==> config.mk <==
export PLATFORM = sky130hd
export DESIGN_NAME = flit_checker_sink
export DESIGN_NICKNAME = d
export VERILOG_FILES = /design/src/rtl/flit_checker_sink.sv
export SDC_FILE = /design/constraint.sdc
export NUM_CORES = 1
export LEC_CHECK = 0
export BUFFER_PORTS_ARGS = -buffer_cell sky130_fd_sc_hd__buf_2
export CORE_MARGIN = 5
export CORE_UTILIZATION = 45
export DETAILED_ROUTE_END_ITERATION = 16
export HOLD_SLACK_MARGIN = 0.02
export PLACE_DENSITY = 0.74
export SLEW_MARGIN = 15
export SYNTH_ARGS = -nofsm -noshare
export SYNTH_HDL_FRONTEND = slang
export SYNTH_SLANG_ARGS = --single-unit
==> constraint.sdc <==
create_clock -name clk -period 1.8 [get_ports clk]
set_input_delay 0.36 -clock clk [delete_from_list [all_inputs] [get_ports clk]]
set_output_delay 0.36 -clock clk [all_outputs]
set_load 0.01 [all_outputs]
==> src/rtl/flit_checker_sink.sv <==
`default_nettype none
// ============================================================================
//  Module   : flit_checker_sink
//  Purpose  : Self-checking traffic sink for one router output port. Accepts
//             flits on a req/ack handshake with deterministic LFSR
//             backpressure. Checks every accepted flit against the reference
//             source stream, which has a fixed destination field and a
//             payload that increments by one per flit. Reports counts,
//             first-error capture and completion/timeout status.
//  Ports    : clk            - clock, rising edge
//             reset          - asynchronous, active-low reset
//             req            - flit valid from upstream tx port
//             ack            - ready; transfer when req & ack on rising clk
//             data           - flit, sampled only on a transfer edge
//             flit_count     - flits accepted
//             error_count    - failing flits accepted (saturates at 255)
//             first_err_data - data of the first failing flit
//             done           - MAX_FLITS flits accepted
//             timed_out      - idle limit expired before done
//  Revision : 1.0 - initial release
// ============================================================================
module flit_checker_sink #(
  parameter int ID               = 0,
  parameter int SIZE             = 8,
  parameter int DESTINATION_BITS = 3,
  parameter int EXP_DEST         = 4,
  parameter int EXP_PAYLOAD      = 10,
  parameter int MAX_FLITS        = 4,
  parameter int STALL_EN         = 1,
  parameter int TIMEOUT          = 64
) (
  input  logic            clk,
  input  logic            reset,
  input  logic            req,
  output logic            ack,
  input  logic [SIZE-1:0] data,
  output logic [7:0]      flit_count,
  output logic [7:0]      error_count,
  output logic [SIZE-1:0] first_err_data,
  output logic            done,
  output logic            timed_out
);

  localparam int c_pay_w = SIZE - DESTINATION_BITS;

  localparam logic [1:0] c_st_idle    = 2'd0;
  localparam logic [1:0] c_st_recv    = 2'd1;
  localparam logic [1:0] c_st_done    = 2'd2;
  localparam logic [1:0] c_st_timeout = 2'd3;

  localparam logic [7:0]                  c_id8        = 8'(ID);
  localparam logic [7:0]                  c_seed_raw   = 8'hA5 ^ c_id8;
  // An all-zero seed would lock the LFSR, so it is replaced by 1.
  localparam logic [7:0]                  c_seed       = (c_seed_raw == 8'h00) ? 8'h01 : c_seed_raw;
  localparam logic [DESTINATION_BITS-1:0] c_exp_dest   = DESTINATION_BITS'(EXP_DEST);
  localparam logic [c_pay_w-1:0]          c_exp_pay0   = c_pay_w'(EXP_PAYLOAD);
  localparam logic [7:0]                  c_max_flits  = 8'(MAX_FLITS);
  localparam logic [15:0]                 c_idle_last  = 16'(TIMEOUT - 1);

  logic [1:0]      r_state;
  logic [7:0]      r_lfsr;
  logic            r_ack;
  logic [15:0]     r_idle;
  logic [7:0]      r_flit_count;
  logic [7:0]      r_error_count;
  logic [SIZE-1:0] r_first_err_data;

  logic [1:0]                  w_state_nxt;
  logic [7:0]                  w_lfsr_nxt;
  logic                        w_xfer;
  logic                        w_bad;
  logic [7:0]                  w_flit_inc;
  logic [c_pay_w-1:0]          w_exp_payload;
  logic [DESTINATION_BITS-1:0] w_dest;
  logic [c_pay_w-1:0]          w_payload;

  // Fibonacci LFSR for x^8+x^6+x^5+x^4+1: feedback from bits 7,5,4,3.
  assign w_lfsr_nxt = {r_lfsr[6:0], r_lfsr[7] ^ r_lfsr[5] ^ r_lfsr[4] ^ r_lfsr[3]};

  assign w_xfer        = (r_state == c_st_recv) & req & r_ack;
  assign w_flit_inc    = r_flit_count + 8'd1;
  // Sum is taken in payload width so it wraps modulo 2^(SIZE-DESTINATION_BITS).
  assign w_exp_payload = c_exp_pay0 + c_pay_w'(r_flit_count);
  assign w_dest        = data[SIZE-1 -: DESTINATION_BITS];
  assign w_payload     = data[c_pay_w-1:0];
  assign w_bad         = (w_dest != c_exp_dest) | (w_payload != w_exp_payload);

  always_comb begin
    w_state_nxt = r_state;
    case (r_state)
      c_st_idle: w_state_nxt = c_st_recv;
      c_st_recv: begin
        // A transfer on the last idle cycle beats the timeout.
        if (w_xfer) begin
          if (w_flit_inc == c_max_flits) begin
            w_state_nxt = c_st_done;
          end
        end else if (r_idle == c_idle_last) begin
          w_state_nxt = c_st_timeout;
        end
      end
      default: w_state_nxt = r_state;
    endcase
  end

  always_ff @(posedge clk or negedge reset) begin
    if (!reset) begin
      r_state          <= c_st_idle;
      r_lfsr           <= c_seed;
      r_ack            <= 1'b0;
      r_idle           <= 16'd0;
      r_flit_count     <= 8'd0;
      r_error_count    <= 8'd0;
      r_first_err_data <= '0;
    end else begin
      r_state <= w_state_nxt;
      r_lfsr  <= w_lfsr_nxt;
      // ack is a flop loaded with the value for the coming cycle, so it never
      // depends combinationally on req.
      r_ack   <= (w_state_nxt == c_st_recv) & ((STALL_EN != 0) ? w_lfsr_nxt[0] : 1'b1);

      if (r_state == c_st_recv) begin
        r_idle <= w_xfer ? 16'd0 : r_idle + 16'd1;
      end

      if (w_xfer) begin
        r_flit_count <= w_flit_inc;
        if (w_bad) begin
          if (r_error_count == 8'd0) begin
            r_first_err_data <= data;
          end
          if (r_error_count != 8'hFF) begin
            r_error_count <= r_error_count + 8'd1;
          end
        end
      end
    end
  end

  assign ack            = r_ack;
  assign flit_count     = r_flit_count;
  assign error_count    = r_error_count;
  assign first_err_data = r_first_err_data;
  assign done           = (r_state == c_st_done);
  assign timed_out      = (r_state == c_st_timeout);

endmodule
`default_nettype wire

# Word level (Yosys, flattened, before mapping)
# Cells that the tools add are included.
[op_classes] n_mul=0 add_sub_neg=4 shift=0 bitwise_logic=7 mux=5 magnitude_cmp=0 reduce_logical=4 div_mod_pow=0 n_eq_ne=9
[op_table] cell="16-bit by 1-bit adder with 16-bit output, second input constant" n=1
[op_table] cell="8-bit by 1-bit adder with 8-bit output, second input constant" n=2
[op_table] cell="16-bit by 6-bit equality test with 1-bit output, second input constant" n=1
[op_table] cell="16-bit two-way mux" n=1
[op_table] cell="8-bit by 3-bit equality test with 1-bit output, second input constant" n=1
[op_table] cell="8-bit zero test" n=1
[op_table] cell="8-bit inequality test, second input constant" n=1
[op_table] cell="2-bit two-way mux" n=3
[op_table] cell="3-bit AND reduction" n=2
[op_table] cell="4-bit by 5-bit adder with 5-bit output, first input constant" n=1
[op_table] cell="5-bit inequality test" n=1
[op_table] cell="2-bit by 1-bit equality test with 1-bit output, second input constant" n=2
[op_table] cell="2-bit equality test, second input constant" n=2
[op_table] cell="2-bit one-hot mux with 2 select lines" n=1
[op_table] cell="1-bit bitwise AND" n=3
[op_table] cell="3-bit inequality test, second input constant" n=1
[op_table] cell="1-bit bitwise XOR" n=3
[op_table] cell="2-bit zero test" n=1
[op_table] cell="1-bit OR" n=1
[totals] elab_cells=36 rom_bits=0 mem_count=0 ramBits=0 latch_bits=0 regBits=51 inputBits=11

# Logic depth before layout (Yosys ltp)
[depth] depth_word=7 ltp_mapped=7

# Worst setup path after synthesis
# No wires, ideal clock.
[synth_timing] path_kind="register to register" from="register r_flit_count[1], in the netlist flit_count[1]" to="register r_first_err_data[0], in the netlist first_err_data[0]" path_stages_with_launch=7 path_slack_ns=-0.205 required_ns=1.675 path_buffers=0 t_arrival_ns=1.880 setup_ns=0.125 cell_sequence="dfrtp_1 ha_1 xnor2_1 nand2_1 nor4_4 nor2_2 mux2_2"
[synth_via] elab_chain_cells=4
[synth_lines] item="from (decl)" line_no="64" source="logic [7:0] r_flit_count;"
[synth_lines] item="from (signal assigned)" line_no="127" source="r_flit_count <= w_flit_inc;"
[synth_lines] item="4-bit by 5-bit adder with 5-bit output" line_no="83" source="assign w_exp_payload = c_exp_pay0 + c_pay_w'(r_flit_count);"
[synth_lines] item="5-bit inequality test" line_no="86" source="assign w_bad = (w_dest != c_exp_dest) | (w_payload != w_exp_payload);"
[synth_lines] item="1-bit OR" line_no="86"
[synth_lines] item="3-bit AND reduction (no source line)"
[synth_lines] item="to (signal assigned)" line_no="130" source="r_first_err_data <= data;"
[synth_lines] item="to (decl)" line_no="66" source="logic [SIZE-1:0] r_first_err_data;"
# No other way between the ends.
# A chain may end at the register's enable or synchronous reset.

# Worst setup path after layout
[layout_timing] from="register r_flit_count[1], in the netlist flit_count[1]" to="register r_first_err_data[5], in the netlist first_err_data[5]"
# The elaborated chain is that of the path after synthesis.

==> run metrics <==
most common cell after layout, fill and taps aside=dfrtp_1; Pwr Total=1.91 mW; Final Max Tran Viols=0; Yosys reg bits=51; largest net degree at the start of global routing=26; fin util=0.601; Hold Worst Slack=0.313 ns; Synthesized Nets=234; IO buf count=37; Initial DRC Count=83; Layout Skew=0.00657 ns; Rows=26; n_diodes=0; # fillers=424; Data required, critical path=1.99 ns; # IOs=38; Num Clock Sinks=51; ranking of synthesized cells by area=dfrtp_1 (49%), xor2_1 (8.0%), xnor2_1 (6.9%), mux2_2 (5.1%), dfstp_2 (4.4%); Root Buffer=clkbuf_8; Die Y=83.3 µm; Worst IR Drop VDD=0.470 mV; Post-route DRC=0; WL/cell=14.3 µm; Lkg Pwr=1.55 nW; share of cells above drive strength 1=0.371; Async SR Flop Fraction=1.00; antenna violations before repair=0; Max Fclk=540 MHz; syn_area_per_cell=11.1 µm²; Die ar.=6930 µm²; routed vias/inst=5.10; final net count=299; worst-path maximum fanout=8; detailed-route via count=1801; Detail Route Antenna Nets=0; RSZ-0062 raised after global routing=true; Total GRT Usage=0.152; GR Overflow Total=0; hold path cells=2; most frequent cells in the layout=dfrtp_1 (44), buf_2 (37), nor2_1 (22), buf_4 (22), xor2_1 (21); number of global-route vias before repair=1842; failing checks=setup timing; H-tree depth=2; Worst Tran Pin Value=0.519 ns; Initial DRT Pass Iterations=4; min cycle time layout=1.85 ns; setup slack, reg-to-reg=-0.05 ns; number of flops mapped to enable cells by yosys=0; Hold WC Path Type=primary input to flip-flop; reg2reg path depth=7; Setup violations, final=8; Final Hold Viols=0; CTS tree=yes; ys flop type=dfrtp_1; CTS buffer count=5; synthesized area=2410 µm²; kind of critical path=flip-flop to flip-flop; CTS Buffer Depth=2; core area=5170 µm²; worst setup margin=-0.0522 ns; Placer Congestion=0.797; DP Wirelength=3680 µm; Seq/Total Area, Yosys=0.531; Synth area leader=dfrtp_1; Initial Utilization=0.467; fin crit share=1.03; pre-CTS WS=-0.0799 ns; global-route wire length before repair=8710 µm; Critical Path Source Type=flip-flop; Yosys warnings=0; Area growth, synth to finish=28.7%; worst endpoint data arrival time=2.04 ns; DIE WIDTH=83.3 µm; Synth top area share=0.487; final WL=5050 µm; Power Density=614 nW/µm²; CP endpoint kind=flip-flop; status=finished with violations; # Max-Cap Violations=0; post-synthesis cell type count=35; clock latency on the worst-skew pair=0.30 ns; Cells after Synth=217; Reg clk slew, reported paths=0.09 ns; Slew HR=0.653
-- stage by stage --
stage / cells / setup TNS, ns / instance area, µm²
6_report: 353 / -0.292 / 3110
5_1_grt: 353 / -1.12 / 3110
4_1_cts: 352 / -0.206 / 3030
3_5_place_dp: 343 / -0.893 / 2880
3_3_place_gp: 343 / -0.318 / 2880
2_1_floorplan: 217 / -1.53 / 2440
-- layer usage --
| layer | track usage | vias to the layer above | wire, µm |
|---|---|---|---|
| met5 | 0 | - | 0 |
| met4 | 0.0401 | 0 | 30 |
| met3 | 0.0386 | 2 | 202 |
| met2 | 0.238 | 35 | 2430 |
| met1 | 0.210 | 888 | 2390 |
| li1 | - | 876 | - |
-- path summary, 6_finish.rpt --
path | start | endpoint
max | flit_count[1] | first_err_data[5]
min | data[7] | first_err_data[7]
max reg2reg | flit_count[1] | first_err_data[5]
min reg2reg | r_lfsr[6] | r_lfsr[7]
max in group asynchronous | reset | error_count[0]
min in group asynchronous | reset | r_idle[9]
-- Yosys cell counts (all sizes together), types with 2 or more instances --
cell     n
and3     4
clkbuf   2
xnor2   19
buf      3
nand2b   2
dfrtp   47
nor2b    3
nand2   18
inv      2
a21oi    2
dfstp    4
nor3     9
and2     4
nand3   14
ha       6
nand4    4
nor2    23
xor2    22
mux2    11
nor4     7
-- registers in the layout (all words and copies together) (netlist names) --
signal / cells
r_idle: 16
r_lfsr: 8
flit_count: 8
error_count: 8
first_err_data: 8
ack: 1
r_state: 2
-- worst max-delay path, cell delays in order (launching register included) --
cell and delay, ns:
dfrtp_2 0.47, ha_4 0.26, xnor2_2 0.13, nand2_2 0.08, nor4_4 0.04, buf_6 0.15, nor2_4 0.24, mux2_2 0.38
-- power breakdown --
part / switching (mW) / internal [mW]
sequential: 0 / 1.14
combinational: 0.0375 / 0.0231
clock: 0.352 / 0.351
-- layout make-up --
class                           instances  area [µm²]  area share
Timing Repair Buffer                   63         403       0.130
Sequential cell                        51        1280       0.413
Clock buffer                            8         100      0.0322
Tap cell                               70        87.6      0.0282
Inverter                                2        7.51     0.00242
Multi-Input combinational cell        159        1220       0.394
-- what timing repair did --
action,4_1_cts,5_1_grt
setup buffers,0,1
setup endpoints to repair,14,17
gates resized for setup,9,12
hold endpoints to repair,6,0
pin swaps,4,5
hold buffers,1,0
-- logic make-up after synthesis --
| kind of cell | after synthesis | share of synthesized area |
|---|---|---|
| muxes | 11 | 0.0513 |
| adders and majority gates | 6 | 0.0311 |
| xor gates and xnor gates | 41 | 0.149 |
| DFF | 51 | 0.531 |
| AOI/OAI and AO/OA | 8 | 0.0249 |
| and+or+nand+nor | 93 | 0.198 |
| buffers and inverters | 7 | 0.0150 |
Power figures use the tool's default switching activity.
